### config.mk
export PLATFORM = sky130hd
export DESIGN_NAME = exception_unit
export DESIGN_NICKNAME = d
export VERILOG_FILES = /design/src/rtl/exception_unit.sv
export SDC_FILE = /design/constraint.sdc
export NUM_CORES = 1
export LEC_CHECK = 0
export ABC_CLOCK_PERIOD_IN_PS = 2700
export CORE_ASPECT_RATIO = 1.5
export CORE_MARGIN = 5
export CORE_UTILIZATION = 51
export CTS_CLUSTER_DIAMETER = 150
export DETAILED_ROUTE_END_ITERATION = 12
export PLACE_DENSITY = 0.81
export SLEW_MARGIN = 20
export SYNTH_ARGS = -nofsm -noshare
export SYNTH_HDL_FRONTEND = slang
export SYNTH_SLANG_ARGS = --single-unit
### constraint.sdc
create_clock -name clk -period 2.7 [get_ports clk]
set_input_delay 0.54 -clock clk [delete_from_list [all_inputs] [get_ports clk]]
set_output_delay 0.54 -clock clk [all_outputs]
set_load 0.05 [all_outputs]
### src/rtl/exception_unit.sv
// Machine-mode trap/CSR responder at WB: detects illegal/ecall/interrupt/mret/csr, updates M-mode CSRs.
// Flushes and cancel are combinational in the detect cycle; the PC redirect is registered and lasts one cycle.
module exception_unit #(
    parameter logic [31:0] MTVEC_RESET = 32'h0
) (
    input  logic        clk,
    input  logic        rst,
    input  logic        valid_WB,
    input  logic [1:0]  exp_vector_WB,
    input  logic        mret_WB,
    input  logic        csr_rw_WB,
    input  logic        csr_w_imm_mux_WB,
    input  logic [1:0]  csr_funct3_WB,
    input  logic [11:0] csr_addr_WB,
    input  logic [31:0] rs1_data_WB,
    input  logic [4:0]  zimm_WB,
    input  logic [31:0] inst_WB,
    input  logic [31:0] pc_WB,
    input  logic [31:0] pc_next_WB,
    input  logic        interrupt,
    output logic [31:0] csr_r_data,
    output logic        reg_FD_flush,
    output logic        reg_DE_flush,
    output logic        reg_EM_flush,
    output logic        reg_MW_flush,
    output logic        RegWrite_cancel,
    output logic        redirect_mux,
    output logic [31:0] PC_redirect
);
    localparam logic [11:0] A_MSTATUS = 12'h300;
    localparam logic [11:0] A_MIE     = 12'h304;
    localparam logic [11:0] A_MTVEC   = 12'h305;
    localparam logic [11:0] A_MEPC    = 12'h341;
    localparam logic [11:0] A_MCAUSE  = 12'h342;
    localparam logic [11:0] A_MTVAL   = 12'h343;

    typedef enum logic {IDLE = 1'b0, REDIRECT = 1'b1} state_t;

    state_t      state_q, state_d;
    logic [31:0] target_q, target_d;
    logic        mst_mie_q, mst_mie_d, mst_mpie_q, mst_mpie_d;
    logic [31:0] mie_q, mie_d, mtvec_q, mtvec_d, mepc_q, mepc_d;
    logic [31:0] mcause_q, mcause_d, mtval_q, mtval_d;

    logic        take, no_exp, irq_en;
    logic        take_ill, take_ecall, take_irq, take_mret, take_csr, take_trap;
    logic [31:0] csr_src, csr_wdata;
    logic        csr_we;

    // Priority chain: illegal > ecall > interrupt > mret > csr, only in IDLE on a real instruction.
    assign take       = (state_q == IDLE) && valid_WB;
    assign no_exp     = (exp_vector_WB == 2'b00);
    assign irq_en     = interrupt && mst_mie_q && mie_q[11];
    assign take_ill   = take && exp_vector_WB[1];
    assign take_ecall = take && !exp_vector_WB[1] && exp_vector_WB[0];
    assign take_irq   = take && no_exp && irq_en;
    assign take_mret  = take && no_exp && !irq_en && mret_WB;
    assign take_csr   = take && no_exp && !irq_en && !mret_WB && csr_rw_WB;
    assign take_trap  = take_ill || take_ecall || take_irq;

    always_comb begin
        csr_r_data = 32'h0;
        case (csr_addr_WB)
            A_MSTATUS: csr_r_data = {24'h0, mst_mpie_q, 3'b000, mst_mie_q, 3'b000};
            A_MIE:     csr_r_data = mie_q;
            A_MTVEC:   csr_r_data = mtvec_q;
            A_MEPC:    csr_r_data = mepc_q;
            A_MCAUSE:  csr_r_data = mcause_q;
            A_MTVAL:   csr_r_data = mtval_q;
            default:   csr_r_data = 32'h0;
        endcase
    end

    always_comb begin
        csr_src   = csr_w_imm_mux_WB ? {27'h0, zimm_WB} : rs1_data_WB;
        csr_wdata = csr_r_data;
        case (csr_funct3_WB)
            2'b01:   csr_wdata = csr_src;
            2'b10:   csr_wdata = csr_r_data | csr_src;
            2'b11:   csr_wdata = csr_r_data & ~csr_src;
            default: csr_wdata = csr_r_data;
        endcase
        csr_we = take_csr && (csr_funct3_WB != 2'b00);
    end

    // Next-state process
    always_comb begin
        state_d = state_q;
        case (state_q)
            IDLE:     if (take_trap || take_mret) state_d = REDIRECT;
            REDIRECT: state_d = IDLE;
            default:  state_d = IDLE;
        endcase
    end

    // CSR and redirect-target datapath
    always_comb begin
        target_d   = target_q;
        mst_mie_d  = mst_mie_q;
        mst_mpie_d = mst_mpie_q;
        mie_d      = mie_q;
        mtvec_d    = mtvec_q;
        mepc_d     = mepc_q;
        mcause_d   = mcause_q;
        mtval_d    = mtval_q;
        if (take_trap) begin
            mepc_d     = take_irq ? {pc_next_WB[31:2], 2'b00} : {pc_WB[31:2], 2'b00};
            mcause_d   = take_ill ? 32'd2 : (take_ecall ? 32'd11 : 32'h8000_000B);
            mtval_d    = take_ill ? inst_WB : 32'h0;
            mst_mpie_d = mst_mie_q;
            mst_mie_d  = 1'b0;
            target_d   = {mtvec_q[31:2], 2'b00};
        end else if (take_mret) begin
            mst_mie_d  = mst_mpie_q;
            mst_mpie_d = 1'b1;
            target_d   = mepc_q;
        end else if (csr_we) begin
            case (csr_addr_WB)
                A_MSTATUS: begin
                    mst_mie_d  = csr_wdata[3];
                    mst_mpie_d = csr_wdata[7];
                end
                A_MIE:    mie_d    = csr_wdata;
                A_MTVEC:  mtvec_d  = csr_wdata;
                A_MEPC:   mepc_d   = {csr_wdata[31:2], 2'b00};
                A_MCAUSE: mcause_d = csr_wdata;
                A_MTVAL:  mtval_d  = csr_wdata;
                default:  ;
            endcase
        end
    end

    // Output process
    always_comb begin
        redirect_mux    = (state_q == REDIRECT);
        PC_redirect     = redirect_mux ? target_q : 32'h0;
        reg_FD_flush    = redirect_mux || take_trap || take_mret;
        reg_DE_flush    = take_trap || take_mret;
        reg_EM_flush    = take_trap || take_mret;
        reg_MW_flush    = take_trap || take_mret;
        RegWrite_cancel = take_ill || take_ecall;
    end

    always_ff @(posedge clk) begin
        if (rst) begin
            state_q    <= IDLE;
            target_q   <= 32'h0;
            mst_mie_q  <= 1'b0;
            mst_mpie_q <= 1'b0;
            mie_q      <= 32'h0;
            mtvec_q    <= MTVEC_RESET;
            mepc_q     <= 32'h0;
            mcause_q   <= 32'h0;
            mtval_q    <= 32'h0;
        end else begin
            state_q    <= state_d;
            target_q   <= target_d;
            mst_mie_q  <= mst_mie_d;
            mst_mpie_q <= mst_mpie_d;
            mie_q      <= mie_d;
            mtvec_q    <= mtvec_d;
            mepc_q     <= mepc_d;
            mcause_q   <= mcause_d;
            mtval_q    <= mtval_d;
        end
    end
endmodule

Word-level counts from Yosys, hierarchy flattened
Index checks and enable logic that the tools add are counted.
{"block": "totals", "ff_bits": 195, "input_bits": 156, "out_inout_bits": 70, "wordCells": 97}
{"block": "op_classes", "n_eq_ne": 10, "mux": 31, "n_bitwise": 6, "n_reduce_logical": 40}
{"op": "32-bit 2-to-1 mux", "n": 20}
{"op": "32-bit one-hot mux with 6 select lines", "n": 1}
{"op": "32-bit one-hot mux with 3 select lines", "n": 1}
{"op": "12-bit by 10-bit equality test with 1-bit output (second input constant)", "n": 6}
{"op": "32-bit bitwise AND", "n": 1}
{"op": "32-bit NOT", "n": 1}
{"op": "32-bit bitwise OR", "n": 1}
{"op": "2-bit nonzero test", "n": 8}
{"op": "1-bit logical AND", "n": 13}
{"op": "3-bit AND reduction", "n": 3}
{"op": "1-bit 2-to-1 mux", "n": 8}
{"op": "4-bit AND reduction", "n": 2}
{"op": "3-bit nonzero test", "n": 2}
{"op": "1-bit logical OR", "n": 5}
{"op": "2-bit equality test (second input constant)", "n": 2}
{"op": "2-bit AND reduction", "n": 2}
{"op": "1-bit zero test", "n": 3}
{"op": "1-bit NOT", "n": 3}
{"op": "2-bit by 1-bit equality test with 1-bit output (second input constant)", "n": 1}
{"op": "2-bit zero test", "n": 1}
{"op": "2-bit by 1-bit inequality test with 1-bit output (second input constant)", "n": 1}
{"op": "1-bit one-hot mux with 2 select lines", "n": 1}
{"op": "2-bit OR reduction", "n": 1}

Longest topological paths before layout
Gate-level depths: netlist of the first run.
{"block": "depth", "word_depth": 10, "ltp_mapped": 9, "mapped_depth_nobuf": 6}

Worst setup path after synthesis of the first run
Ideal clock, no wire load.
{"block": "synth_timing", "kind": "in2out", "startpoint": "input port csr_addr_WB[0]", "endpoint": "output port csr_r_data[3]", "arrival_time_ns": 2.532, "t_required_ns": 2.160, "setup_slack_ns": -0.372, "stages": 7, "path_buffers": 3, "cell_sequence": "buf_2 buf_4 buf_4 mux2i_1 nor3b_1 a31oi_1 o21ai_0"}
{"block": "synth_via", "elab_chain_len": 2, "elab_cells_between_ends": 7, "classes_between": "eq/ne: 6; mux: 1"}
{"item": "start: declaration", "line": "14", "text": "input logic [11:0] csr_addr_WB,"}
{"item": "12-bit by 10-bit equality test with 1-bit output", "line": "63", "text": "case (csr_addr_WB)"}
{"item": "32-bit one-hot mux with 6 select lines *", "line": "63"}
{"item": "end: declaration", "line": "21", "text": "output logic [31:0] csr_r_data,"}
Mark *: on every way between the ends. The rest lies on a longest branch, timed or not.

Worst setup path in the final report of the first run
{"block": "layout_timing", "startpoint": "input port exp_vector_WB[0]", "endpoint": "output port reg_FD_flush"}
{"block": "layout_via", "elab_chain_len": 6, "elab_cells_between_ends": 10, "classes_between": "reduce/logical: 10"}
{"item": "start: declaration", "line": "9", "text": "input logic [1:0] exp_vector_WB,"}
{"item": "2-bit zero test", "line": "52", "text": "assign no_exp = (exp_vector_WB == 2'b00);"}
{"item": "1-bit logical AND", "line": "56, 57"}
{"item": "1-bit logical AND", "line": "56", "text": "assign take_irq = take && no_exp && irq_en;"}
{"item": "1-bit logical OR", "line": "59", "text": "assign take_trap = take_ill || take_ecall || take_irq;"}
{"item": "1-bit logical OR", "line": "137", "text": "reg_FD_flush = redirect_mux || take_trap || take_mret;"}
{"item": "1-bit logical OR *", "line": "137"}
{"item": "end: declaration", "line": "22", "text": "output logic reg_FD_flush,"}
Marks and branches as above.

==> flow_metrics.py, run 1 <==
metrics = {
    "worst_setup_path": {
        "cp-start-kind": "primary input",
        "cp-startpoint": "exp_vector_WB[0]",
        "timing.rr.end": "mtvec_q[9]$_SDFFE_PP0P_",
        "arrival_ns": 2.11,
        "r2r_slack_ns": 0.26,
        "crit_required_ns": 2.16,
        "worstPathMaxFanout": 2,
        "r2r_cells": 7,
        "path_class": "primary input to output port",
        "end_kind": "output port",
        "crit_path_end": "reg_FD_flush",
        "reg2reg_from": "mst_mie_q$_SDFFE_PP0P_",
    },
    "timing": {
        "fmax_ghz": 0.377,
        "fin_tns_setup_ns": 0,
        "worst_pin_slew_ns": 1.04,
        "finalCriticalPeriod_ns": 2.65,
        "slew_violations": 0,
        "final.setup_skew_ns": 0.0129,
        "fin_crit_sh_pct": 98.3,
        "slew_headroom_pct": 30.4,
        "setup_viol": 0,
        "finalHoldViolCount": 0,
        "rsz0062_at_grt": "no",
    },
    "detailed_routing": {
        "drc": 0,
        "vias_per_cell": 6.27,
        "routedWlPerCell_um": 22.4,
        "drt_iter0_drc": 1086,
        "wl_um": 38200,
        "postRouteAntennaNets": 0,
        "first_pass_iters": 6,
        "via_count": 10700,
    },
    "layout": {
        "multi_input_area_um2": 5890,
        "seq_area_um2": 3820,
        "final_util_pct": 79.0,
        "final_nets": 1594,
        "fillers": 1245,
        "stdcell_count": 1708,
        "drive_gt1_share_pct": 25.6,
        "synthToLayoutAreaGrowth_pct": 52.5,
    },
    "yosys": {
        "synthTopCellsByCount": "dfxtp_1, o21ai_0, nand2_1",
        "ys_warn_count": 0,
        "yosysMostFrequentCell": "dfxtp_1",
        "yosysTopAreaCell": "dfxtp_1",
        "synth_top_area_share_pct": 38.7,
        "synth.cell_area_um2": 9880,
        "synth_area_leaders": "dfxtp_1, o21ai_0, mux2i_1, a211oi_1, a22oi_1",
        "ys_seq_area_share_pct": 38.7,
        "synth_area_per_cell_um2": 8.69,
        "ys_ff_latch": 191,
        "synth_cell_types": 67,
        "synth_async_sr_flop_share_pct": 0,
        "synth_edf_count": 0,
        "synthFlopType": "dfxtp_1",
        "syn_inst": 1137,
    },
    "clock_network": {
        "clock_latency_ns": 0.44,
        "cts.reportedPaths.clkPinSlew_ns": 0.08,
        "h-tree-depth": 4,
        "root_buffer": "clkbuf_16",
        "cts_made_buffers": 17,
        "cts.path.max_buffers": 2,
        "cts_tree": "yes",
        "clock-sinks": 191,
    },
    "placed_design": {
        "portBuffers": 219,
        "placed_cells": 1656,
        "gp_congestion": 0.921,
        "dp_hpwl_um": 26600,
    },
    "die": {
        "start_util_pct": 51.8,
        "dieArea_um2": 22300,
        "coreArea_um2": 19100,
        "rows": 62,
        "ios": 226,
        "die_y_um": 181,
        "dieWidth_um": 124,
    },
    "pwr": {
        "p_leak_nw": 5.53,
        "ir_drop_mv": 0.461,
        "power.total_mw": 6.79,
        "power_density_nw_per_um2": 451,
    },
    "min_path": {
        "worstHoldPathType": "register to register",
    },
    "grt": {
        "grt_usage_pct": 33.6,
        "grt_pass1_vias": 11100,
        "grt_max_degree": 60,
        "grt_pass1_wl_um": 58600,
        "grt_overflow": 0,
        "antenna_found_initial": 1,
    },
    "status": {
        "status": "complete, no violations",
    },
    "run": {
        "cap_violations": 0,
    },
}
-- worst min-delay path by stage --
stage,start,endpoint,slack (ns),cells after the start
6_report,mcause_q[4]$_SDFFE_PP0P_,mcause_q[4]$_SDFFE_PP0P_,0.45,2
5_1_grt,mcause_q[2]$_SDFFE_PP0P_,mcause_q[2]$_SDFFE_PP0P_,0.47,2
4_1_cts,mcause_q[26]$_SDFFE_PP0P_,mcause_q[26]$_SDFFE_PP0P_,0.45,2
3_5_place_dp,mcause_q[26]$_SDFFE_PP0P_,mcause_q[26]$_SDFFE_PP0P_,0.44,2
3_3_place_gp,mcause_q[14]$_SDFFE_PP0P_,mcause_q[14]$_SDFFE_PP0P_,0.43,2
2_1_floorplan,mcause_q[10]$_SDFFE_PP0P_,mcause_q[10]$_SDFFE_PP0P_,0.43,2
-- power breakdown --
part           internal [mW]  switching, mW  total (mW)  leakage (nW)
logic                  0.634          0.666        1.30          3.70
registers               2.92         0.0704        2.99          1.55
clock network           1.33           1.18        2.50         0.275
-- cell families after synthesis --
| kind of cell | after synthesis | synth area share, % |
|---|---|---|
| buffers and inverters | 111 | 5.16 |
| other | 1 | 0.0379 |
| AND/OR/NAND/NOR | 335 | 18.5 |
| XOR/XNOR | 26 | 2.30 |
| flip-flops | 191 | 38.7 |
| AO/OA/AOI/OAI | 400 | 27.6 |
| multiplexers | 73 | 7.73 |
-- layout make-up --
class | instances | area share (%)
multi-input combinational | 836 | 39.1
timing repair buffer | 387 | 29.5
clock buffer | 20 | 2.96
sequential | 191 | 25.4
clock inverter | 12 | 0.830
tap | 256 | 2.13
antenna | 1 | 0.0166
inverter | 5 | 0.125
-- critical path, cell delays in order --
cell,delay (ns)
clkdlybuf4s50_1,0.45
a311o_1,0.37
buf_4,0.16
nor2_4,0.09
nor2_4,0.04
or2_2,0.31
buf_12,0.16
-- what timing repair did --
| action | in CTS | in global routing |
|---|---|---|
| hold buffers | 0 | 0 |
| gates resized for setup | 65 | 20 |
| pin swaps | 9 | 9 |
| setup buffers | 14 | 3 |
| endpoints found under the setup margin | 33 | 32 |
| cloned | 2 | 0 |
-- routing by layer --
metal / GRT usage, % / part of all wire [%] / up-vias
met2: 58.9 / 52 / 637
met4: 19.2 / 5.5 / 0
met5: 0 / 0 / -
met1: 37.8 / 36 / 5090
li1: - / - / 4829
met3: 4.90 / 6.9 / 152
-- cell usage in the layout, fill, tap and decap left out, types with 5 or more instances in the layout --
master and instances:
nor2_1 76, clkbuf_16 17, and2_1 53, buf_4 134, a22oi_1 54, o21bai_1 8, nand3b_1 26, o21ai_1 27
dfxtp_1 191, buf_12 88, o21ai_0 95, o22ai_2 19, mux2_2 27, or2_2 5, nor2b_1 29, xor2_1 5
a21oi_1 27, a222oi_1 27, xnor2_1 21, mux2i_1 46, clkbuf_2 7, o22ai_1 31, nand2_1 85, nor3b_1 5
buf_6 13, nand2b_1 10, clkdlybuf4s50_1 137, o2bb2ai_1 21, a211oi_1 56
-- metrics by stage --
stage	hold slack, ns	instance area (um2)	setup slack [ns]
CTS	0.448	15000	0.00437
finish	0.449	15100	0.0454
global placement	0.431	14000	-0.250
global route	0.474	15100	0.00283
detailed placement	0.438	14000	-0.296
floorplan	0.425	9930	-0.146
-- state kept, by name, summed over array words and instances, names as in the netlist --
name,count
mst_mie_q,1
mtvec_q,32
mepc_q,30
mtval_q,32
redirect_mux,1
target_q,30
mcause_q,32
mst_mpie_q,1
mie_q,32
Power figures use the tool's default switching activity.
==> run 2: changes to the inputs <==
--- a/config.mk
+++ b/config.mk
@@ -9,7 +9,6 @@
 export CORE_ASPECT_RATIO = 1.5
 export CORE_MARGIN = 5
 export CORE_UTILIZATION = 51
-export CTS_CLUSTER_DIAMETER = 150
 export DETAILED_ROUTE_END_ITERATION = 12
 export PLACE_DENSITY = 0.81
 export SLEW_MARGIN = 20
==> results of run 2 <==
Same layout as run 1: the final DEF is identical, and so are final timing and power.
==> run 3: changes to the inputs <==
--- a/config.mk
+++ b/config.mk
@@ -8,9 +8,10 @@
 export ABC_CLOCK_PERIOD_IN_PS = 2700
 export CORE_ASPECT_RATIO = 1.5
 export CORE_MARGIN = 5
-export CORE_UTILIZATION = 51
+export CORE_UTILIZATION = 45
 export DETAILED_ROUTE_END_ITERATION = 12
-export PLACE_DENSITY = 0.81
+export PLACE_DENSITY = 0.73
+export SKIP_LAST_GASP = 1
 export SLEW_MARGIN = 20
 export SYNTH_ARGS = -nofsm -noshare
 export SYNTH_HDL_FRONTEND = slang
==> flow_metrics.py, run 3 (synthesis gave the netlist of run 1 again) <==
metrics = {
    "layout": {
        "final_util_pct": 69.4,
        "stdcell_count": 1715,
        "final_common_cell": "dfxtp_1",
        "layout_common_cells": "dfxtp_1, clkdlybuf4s50_1, buf_4, o21ai_0, nand2_1",
        "synthToLayoutAreaGrowth_pct": 51.9,
        "final_nets": 1582,
        "drive_gt1_share_pct": 25.2,
    },
    "placed_design": {
        "placed_cells": 1665,
        "dp_hpwl_um": 26700,
        "portBuffers": 219,
        "gp_congestion": 0.914,
    },
    "grt": {
        "grt_pass1_wl_um": 57000,
        "grt_max_degree": 60,
        "grt_pass1_vias": 10300,
        "grt_usage_pct": 29.3,
        "grt_overflow": 0,
        "antenna_found_initial": 5,
    },
    "die": {
        "die_y_um": 192,
        "coreArea_um2": 21600,
        "ios": 226,
        "dieArea_um2": 25100,
        "start_util_pct": 45.7,
        "rows": 66,
        "dieWidth_um": 131,
    },
    "worst_setup_path": {
        "arrival_ns": 2.12,
        "critPathMaxStageDelay_ns": 0.44,
        "path_delay_family": "simple AND/OR/NAND/NOR gates",
        "worstPathMaxFanout": 6,
        "path_cells": "clkdlybuf4s15_1 -> or3_4 -> nor4_4 -> buf_4 -> a221o_1 -> buf_12",
        "end_kind": "output port",
        "crit_required_ns": 2.16,
        "path_buf_inv": 3,
        "cp-start-kind": "primary input",
        "critPathSlowestCell": "or3_4",
        "path_class": "primary input to output port",
    },
    "min_path": {
        "worstHoldPathType": "register to register",
    },
    "detailed_routing": {
        "routedWlPerCell_um": 22.0,
        "first_pass_iters": 5,
        "vias_per_cell": 6.04,
        "wl_um": 37700,
        "drt_iter0_drc": 1170,
        "postRouteAntennaNets": 0,
        "via_count": 10400,
        "drc": 0,
    },
    "clock_network": {
        "cts_tree": "yes",
        "h-tree-depth": 4,
        "cts.reportedPaths.clkPinSlew_ns": 0.07,
        "cts.path.max_buffers": 2,
        "clock_latency_ns": 0.44,
        "cts_made_buffers": 17,
        "root_buffer": "clkbuf_16",
        "clock-sinks": 191,
        "holdBufCountCts": 0,
    },
    "run": {
        "cap_violations": 0,
    },
    "pwr": {
        "p_leak_nw": 5.48,
        "power_density_nw_per_um2": 452,
        "ir_drop_mv": 0.404,
    },
    "timing": {
        "slew_violations": 0,
        "fin_tns_setup_ns": 0,
        "final.setup_skew_ns": 0.0124,
        "worst_pin_slew_ns": 1.00,
        "setup_viol": 0,
        "fin_crit_sh_pct": 98.5,
        "finalHoldViolCount": 0,
        "fmax_ghz": 0.376,
        "slew_headroom_pct": 32.9,
        "finalCriticalPeriod_ns": 2.66,
    },
    "status": {
        "status": "complete, no violations",
    },
}
run 3: cell count changes in the layout (fill, tap and decap cells not counted), sizes merged:
cell	delta
dlygate4sd2	+1
buf	-13
clkinv	+4
diode	+3
clkinvlp	-2
clkbuf	-3
clkdlybuf4s50	-1
inv	-1
dlymetal6s2s	+1
clkdlybuf4s15	+2
run 3: layout make-up:
cell class              count  area [um2]
multi-input cells         836        5930
fillers                  1679        6620
diodes                      4        10.0
well taps                 272         340
flip-flops and latches    191        3820
clock inverters            13         128
repair buffers            375        4310
inverters                   5        18.8
clock buffers              19         453
run 3: per-layer routing:
metal / GRT usage (%) / vias up / part of all wire, %
li1: - / 4794 / -
met1: 35.6 / 4995 / 38
met2: 50.6 / 459 / 51
met3: 4.39 / 102 / 7.1
met4: 12.4 / 2 / 4.1
met5: 0 / - / 0.032
run 3: where the power goes:
part           switching [mW]  internal (mW)  total (mW)
Clock                    1.18           1.34        2.52
Combinational           0.660          0.625        1.28
Sequential             0.0699           2.92        2.99
run 3: final timing paths:
| kind | startpoint | to | slack (ns) | cells past startpoint |
|---|---|---|---|---|
| setup / recovery | csr_addr_WB[7] | csr_r_data[16] | 0.04 | 6 |
| hold / removal | mcause_q[12]$_SDFFE_PP0P_ | mcause_q[12]$_SDFFE_PP0P_ | 0.45 | 2 |
| setup reg to reg | mst_mie_q$_SDFFE_PP0P_ | mepc_q[9]$_SDFFE_PP0P_ | 0.35 | 7 |
| hold reg to reg | mcause_q[12]$_SDFFE_PP0P_ | mcause_q[12]$_SDFFE_PP0P_ | 0.45 | 2 |
run 3: metrics by stage:
stage | setup WS, ns | area, um2 | hold slack [ns] | total power, mW
2_1_floorplan | -0.146 | 9930 | 0.425 | 3.66
3_3_place_gp | -0.312 | 13900 | 0.431 | 4.27
6_report | 0.0416 | 15000 | 0.449 | 6.79
5_1_grt | -0.0122 | 15000 | 0.462 | 7.01
4_1_cts | -0.0322 | 14900 | 0.450 | 6.76
3_5_place_dp | -0.323 | 13900 | 0.438 | 4.29
run 3: worst register-to-register path, stage by stage, from the launching register on:
cell      delay [ns]
dfxtp_1         0.39
a311o_1         0.37
buf_4           0.15
nor4_4          0.34
a21oi_2         0.28
buf_4           0.22
a222oi_1        0.32
o22ai_1         0.15
run 3: repair_timing:
action,in CTS,in global routing
setup buffers,10,2
gates cloned,3,1
pin swaps,10,9
gates resized for setup,60,31
endpoints found under the setup margin,33,33
